--- src/rtl/ram_io_loader.sv ---
// ram_io_loader: packs a host byte stream little-endian into 16-bit words and writes them
// into the IO RAM from a base address, one load of N_WORDS words per accepted Start.
module ram_io_loader #(
  parameter int ADDR_W  = 10,
  parameter int DATA_W  = 16,
  parameter int N_WORDS = 784
) (
  input  logic              Clk,
  input  logic              Reset_n,
  input  logic              Start,
  input  logic [ADDR_W-1:0] Base_Addr,
  input  logic [7:0]        Byte_In,
  input  logic              Byte_Valid,
  output logic              Byte_Ready,
  output logic [ADDR_W-1:0] Ram_Address,
  output logic [DATA_W-1:0] Ram_Data,
  output logic              Ram_Wren,
  output logic              Busy,
  output logic              Done,
  output logic [ADDR_W:0]   Word_Count
);
  typedef enum logic [2:0] {IDLE, GET_LO, GET_HI, WRITE, DONE} state_t;
  localparam logic [ADDR_W:0] LAST = (ADDR_W+1)'(N_WORDS - 1);
  state_t            state;
  logic [ADDR_W-1:0] addr;
  logic [7:0]        lo;
  logic              xfer;
  logic              last;
  assign xfer = Byte_Valid & Byte_Ready;
  assign last = Word_Count == LAST;
  // Byte_Ready is registered: it is set on entry to GET_LO and cleared on entry to WRITE
  always_ff @(posedge Clk or negedge Reset_n)
    if (!Reset_n) begin
      state       <= IDLE;
      addr        <= '0;
      lo          <= '0;
      Byte_Ready  <= 1'b0;
      Ram_Address <= '0;
      Ram_Data    <= '0;
      Ram_Wren    <= 1'b0;
      Busy        <= 1'b0;
      Done        <= 1'b0;
      Word_Count  <= '0;
    end else
      case (state)
        IDLE: if (Start) begin
          addr       <= Base_Addr;
          Word_Count <= '0;
          Busy       <= 1'b1;
          Byte_Ready <= 1'b1;
          state      <= GET_LO;
        end
        GET_LO: if (xfer) begin
          lo    <= Byte_In;
          state <= GET_HI;
        end
        GET_HI: if (xfer) begin
          Ram_Address <= addr;
          Ram_Data    <= {Byte_In, lo};
          Ram_Wren    <= 1'b1;
          Byte_Ready  <= 1'b0;
          state       <= WRITE;
        end
        WRITE: begin
          Ram_Wren   <= 1'b0;
          addr       <= addr + 1'b1;
          Word_Count <= Word_Count + 1'b1;
          Byte_Ready <= !last;
          Done       <= last;
          state      <= last ? DONE : GET_LO;
        end
        DONE: begin
          Done  <= 1'b0;
          Busy  <= 1'b0;
          state <= IDLE;
        end
        default: state <= IDLE;
      endcase
endmodule

--- config.mk ---
export PLATFORM = sky130hd
export DESIGN_NAME = ram_io_loader
export DESIGN_NICKNAME = d
export VERILOG_FILES = /design/src/rtl/ram_io_loader.sv
export SDC_FILE = /design/constraint.sdc
export NUM_CORES = 1
export LEC_CHECK = 0
export ABC_AREA = 1
export CAP_MARGIN = 30
export CORE_MARGIN = 2
export CORE_UTILIZATION = 50
export CTS_CLUSTER_SIZE = 40
export DETAILED_ROUTE_END_ITERATION = 8
export GPL_ROUTABILITY_DRIVEN = 0
export PLACE_DENSITY = 0.79
export SETUP_SLACK_MARGIN = 0.15
export SLEW_MARGIN = 20
export SYNTH_ARGS = -nofsm -noshare
export SYNTH_HDL_FRONTEND = slang
export SYNTH_SLANG_ARGS = --single-unit
--- constraint.sdc ---
create_clock -name Clk -period 1.9 [get_ports Clk]
set_clock_uncertainty 0.15 [all_clocks]
set_input_delay 0.285 -clock Clk [delete_from_list [all_inputs] [get_ports Clk]]
set_output_delay 0.285 -clock Clk [all_outputs]
set_load 0.01 [all_outputs]
# Yosys cells after proc, flatten, opt, wreduce, memory -nomap -nowiden
# Index checks and enable logic that the tools add are counted.
dict set report totals {
  input_bits 22
  ff_bits 62
  output_inout_bits 41
  wordCells 51
}
dict set report classes {
  n_mux 16
  reduce_logical 14
  bitwise_logic 1
  n_eq_ne 8
  add_sub_neg 2
}
# operator n
set op_table {}
lappend op_table {{case mux 11 bit (2 select lines)} 1}
lappend op_table {{case mux 10 bit (2 select lines)} 1}
lappend op_table {{two-way mux 3 bit} 4}
lappend op_table {{case mux 3 bit (4 select lines)} 1}
lappend op_table {{adder 11 x 1 -> 11 bit (second input constant)} 1}
lappend op_table {{== test 11 x 10 -> 1 bit (second input constant)} 1}
lappend op_table {{two-way mux 11 bit} 1}
lappend op_table {{adder 10 x 1 -> 10 bit (second input constant)} 1}
lappend op_table {{two-way mux 10 bit} 1}
lappend op_table {{AND reduction 2 bit} 5}
lappend op_table {{nonzero test 2 bit} 4}
lappend op_table {{== test 3 x 2 -> 1 bit (second input constant)} 2}
lappend op_table {{!= test 2 bit (second input constant)} 3}
lappend op_table {{case mux 1 bit (2 select lines)} 3}
lappend op_table {{AND reduction 3 bit} 2}
lappend op_table {{== test 3 x 1 -> 1 bit (second input constant)} 1}
lappend op_table {{== test 3 bit (second input constant)} 1}
lappend op_table {{zero test 3 bit} 1}
lappend op_table {{two-way mux 1 bit} 3}
lappend op_table {{case mux 1 bit (3 select lines)} 1}
lappend op_table {{nonzero test 3 bit} 1}
lappend op_table {{AND 1 bit} 1}
lappend op_table {{zero test 1 bit} 1}

# Logic depth before layout (Yosys ltp)
dict set report logic_depth {
  word_depth 3
  mapped_depth 8
  ltp_nobuf 8
}

# Worst setup path after synthesis
# Ideal clock, no wire load.
dict set report synth_timing {
  path_kind {register to register}
  from {register Word_Count[1]}
  to {register Byte_Ready}
  required_ns 1.630
  arrival_time_ns 1.172
  stages_incl_launch_ff 9
  setup_time_ns 0.120
  period_less_slack_ns 1.443
  path_buffers 0
  setup_slack_ns 0.457
  cell_sequence {dfrtp_1 -> ha_1 -> nand3_1 -> nor2_1 -> nand2_1 -> nand2_1 -> nand2_1 -> nand2_1 -> nand2_1}
}
dict set report synth_between {
  elab_chain_cells 3
}
# item line
set synth_rtl {}
lappend synth_rtl {{start, declared} 20} ;# output logic [ADDR_W:0] Word_Count
lappend synth_rtl {{start signal, assigned} 67} ;# Word_Count <= Word_Count + 1'b1;
lappend synth_rtl {{== test 11 x 10 -> 1 bit} 30} ;# assign last = Word_Count == LAST;
lappend synth_rtl {{zero test 1 bit} 68} ;# Byte_Ready <= !last;
lappend synth_rtl {{case mux 1 bit (3 select lines)} 45} ;# case (state)
lappend synth_rtl {{end signal, assigned} 68}
lappend synth_rtl {{end, declared} 14} ;# output logic Byte_Ready,
# No other way between the ends.
# A chain may end at the register's enable or synchronous reset.

# Worst setup path in the final report
dict set report layout_timing {
  from {register Word_Count[0]}
  to {output Word_Count[0]}
}
# No word-level cell between the ends.

==> impl_metrics.env <==
export IMPL_p_leak_nw=1.923
export IMPL_critPathKind="flip-flop to primary output"
export IMPL_hold_viol=0
export IMPL_io_buffer_count=62
export IMPL_h_tree_depth=3
export IMPL_max_cap_violations=0
export IMPL_power_frac_comb_pct=37.7
export IMPL_grt_max_degree=54
export IMPL_power_switching_mw=1.866
export IMPL_cts_buffers_inserted=9
export IMPL_chipHeight_um=79.98
export IMPL_grt_pass1_wl_mm=10.78
export IMPL_fin_nets=454
export IMPL_hold_slack_ns=0.2658
export IMPL_die_x_um=79.98
export IMPL_vias=2506
export IMPL_antenna_left=0
export IMPL_yosysSeqAreaShare_pct=53.75
export IMPL_avgSynthCellArea_sq_um=8.247
export IMPL_cp_arrival_ns=1.27
export IMPL_netlist_area_sq_um=2887
export IMPL_cp_num_buf_inv=1
export IMPL_antenna_found_initial=0
export IMPL_viasPerCell=4.953
export IMPL_synth_seq_cells=62
export IMPL_tightestPinTransition_ns=0.4111
export IMPL_clkPwrFrac_pct=23.7
export IMPL_p_int_mw=3.533
export IMPL_drc=0
export IMPL_coreArea_sq_um=5540
export IMPL_drt_first_pass_iters=4
export IMPL_worstHoldPathType="input port to async pin"
export IMPL_outcome="complete, no violations"
export IMPL_fin_crit_sh_pct=89.51
export IMPL_required_ns=1.46
export IMPL_grtUsageTotal_pct=21.49
export IMPL_dp_cells=480
export IMPL_path_cells="clkdlybuf4s50_1"
export IMPL_cts_buffer_depth=2
export IMPL_layout_cells_non_filler=506
export IMPL_start_util_pct=52.10
export IMPL_cts_tree="yes"
export IMPL_fmax_mhz=588.0
export IMPL_clockRootBuffer="clkbuf_8"
export IMPL_tns_ns=0
export IMPL_pwr_density_cell_nw_per_um2=1375
export IMPL_slew_headroom_pct=72.49
export IMPL_syn_inst=350
export IMPL_grt_pass1_vias=2497
export IMPL_clk_latency_ns=0.33
export IMPL_syn_to_final_growth_pct=36.06
export IMPL_worstPathMaxFanout=2
export IMPL_min_period_ns=1.701
export IMPL_grt_overflow_total=0
export IMPL_seq_power_share_pct=38.6
export IMPL_max_stage_delay_ns=0.57
export IMPL_cts_sinks=62
export IMPL_p_sw_share_pct=34.56
export IMPL_rsz0062_at_grt="true"
export IMPL_syn_num_nets=374
export IMPL_drive_above_1_share_pct=11.52
export IMPL_slowest_stage="clkdlybuf4s50_1"
export IMPL_insertedDiodeCount=0
export IMPL_yosysUniqueCellTypes=32
export IMPL_ios=63
export IMPL_drt_wl_total_mm=6.311
export IMPL_cp_end_kind="primary output"
export IMPL_crit_family="buffers and inverters"
export IMPL_core_rowCount=27
export IMPL_clk_pin_slew_ns=0.07
export IMPL_post_route_util_pct=70.89
export IMPL_slew_violations=0
export IMPL_first_iter_violations=155
export IMPL_startpoint_type="flip-flop"
export IMPL_hpwl_mm=4.343
export IMPL_wl_per_cell_um=12.47
export IMPL_ys_warn_count=0
export IMPL_setup_viol=0
export IMPL_die_area_sq_um=6397
export IMPL_peakVddDrop_v=0.0007049
-- cells in the final DEF, fill, tap and decap left out, types with 3 or more instances in the layout --
cell,n
dfrtp_1,58
buf_4,13
a21oi_1,3
dfrtp_2,4
nand4_1,4
nand3_1,24
dlymetal6s2s_1,4
clkbuf_8,11
clkdlybuf4s50_1,57
inv_1,43
nand2_1,108
o21ai_0,39
nor2_1,19
o211ai_1,4
o21ai_1,11
-- Yosys cell counts --
cell / n / area [sq um]
nand2_1: 108 / 405.4
inv_2: 2 / 7.510
nand3_2: 2 / 20.02
xor2_1: 1 / 8.760
a21oi_1: 3 / 15.01
clkbuf_2: 1 / 5.000
o21ai_2: 2 / 17.52
buf_4: 1 / 7.510
a22o_1: 1 / 8.760
xnor2_1: 1 / 8.760
or2_2: 1 / 6.260
dfrtp_1: 62 / 1551
nand3_1: 24 / 120.1
nor2_1: 19 / 71.32
nor2_4: 2 / 22.52
inv_4: 1 / 6.260
inv_1: 43 / 161.4
a21oi_2: 1 / 8.760
o21ai_0: 39 / 195.2
nand4_1: 4 / 25.02
nand3_4: 1 / 17.52
a31oi_1: 2 / 12.51
clkbuf_1: 2 / 7.510
nand2_4: 1 / 11.26
nor2_2: 1 / 6.260
nor3_1: 2 / 10.01
buf_6: 1 / 11.26
o21ai_1: 11 / 55.05
ha_1: 2 / 25.02
o211ai_1: 4 / 30.03
buf_2: 4 / 20.02
nand3b_1: 1 / 7.510
-- metrics by stage --
step | total power, mW | area [sq um] | worst slack (ns)
detailed placement | 4.092 | 3603 | 0.1628
finish | 5.399 | 3928 | 0.1994
global route | 5.820 | 3928 | 0.1448
CTS | 5.413 | 3884 | 0.1399
floorplan | 3.233 | 2887 | 0.4571
global placement | 4.017 | 3603 | 0.1980
-- power by group through the flow --
stage | sequential, mW | combinational [mW] | clock [mW]
2_1_floorplan | 2.19 | 1.05 | 0
3_3_place_gp | 2.11 | 1.91 | 0
3_5_place_dp | 2.12 | 1.97 | 0
4_1_cts | 2.09 | 2.02 | 1.30
5_1_grt | 2.15 | 2.31 | 1.36
6_report | 2.09 | 2.03 | 1.28
-- logic make-up after synthesis --
kind of cell / share of synthesized area [%]
xor gates and xnor gates: 0.6070
buffers and inverters: 7.846
and+or+nand+nor: 25.05
DFF: 53.75
adders and majority gates: 0.8668
AOI/OAI and AO/OA: 11.88
-- path summary, 6_finish.rpt --
check,startpoint,endpoint,slack (ns),cells past startpoint
min in group Clk,Ram_Address[8]$_DFFE_PN0P_,Ram_Address[8]$_DFFE_PN0P_,0.33,2
setup / recovery,Word_Count[0]$_DFFE_PN0P_,Word_Count[0],0.20,1
hold reg to reg,Ram_Address[8]$_DFFE_PN0P_,Ram_Address[8]$_DFFE_PN0P_,0.33,2
max in group asynchronous,Reset_n,Word_Count[7]$_DFFE_PN0P_,0.75,3
hold / removal,Reset_n,Ram_Data[7]$_DFFE_PN0P_,0.27,2
setup reg to reg,state[1]$_DFFE_PN0P_,Word_Count[1]$_DFFE_PN0P_,0.24,5
-- state kept, by name (all words and copies together), names as in the netlist --
signal	cells
Busy	1
Byte_Ready	1
Done	1
Ram_Address	10
Ram_Data	16
Ram_Wren	1
Word_Count	11
addr	10
lo	8
state	3
-- timing repair --
item	CTS	global route
gates resized for setup	3	6
hold endpoints to repair	16	0
hold buffers	1	0
setup endpoints to repair	9	10
buffers inserted	6	4
-- routing by layer --
metal / vias to the layer above / track usage, % / routed length, um
met4: 0 / 7.797 / 68
met2: 63 / 35.75 / 3033
met1: 1157 / 27.74 / 2870
li1: 1279 / - / -
met3: 7 / 4.412 / 339
met5: - / 0 / 0
-- worst register-to-register path, stage by stage (launching register included) --
cell and delay, ns:
dfrtp_1 0.42, nor2_1 0.27, nand3_4 0.18, nand2_4 0.20, inv_1 0.12, a22o_1 0.20
-- area by class of cell --
type / instances / area [sq um]
multi-input cells: 233 / 1111
clock inverters: 4 / 70.07
clock buffers: 11 / 151.4
inverters: 46 / 175.2
fillers: 448 / 1613
well taps: 72 / 90.09
repair buffers: 78 / 773.2
flip-flops and latches: 62 / 1556
Power figures use the tool's default switching activity.
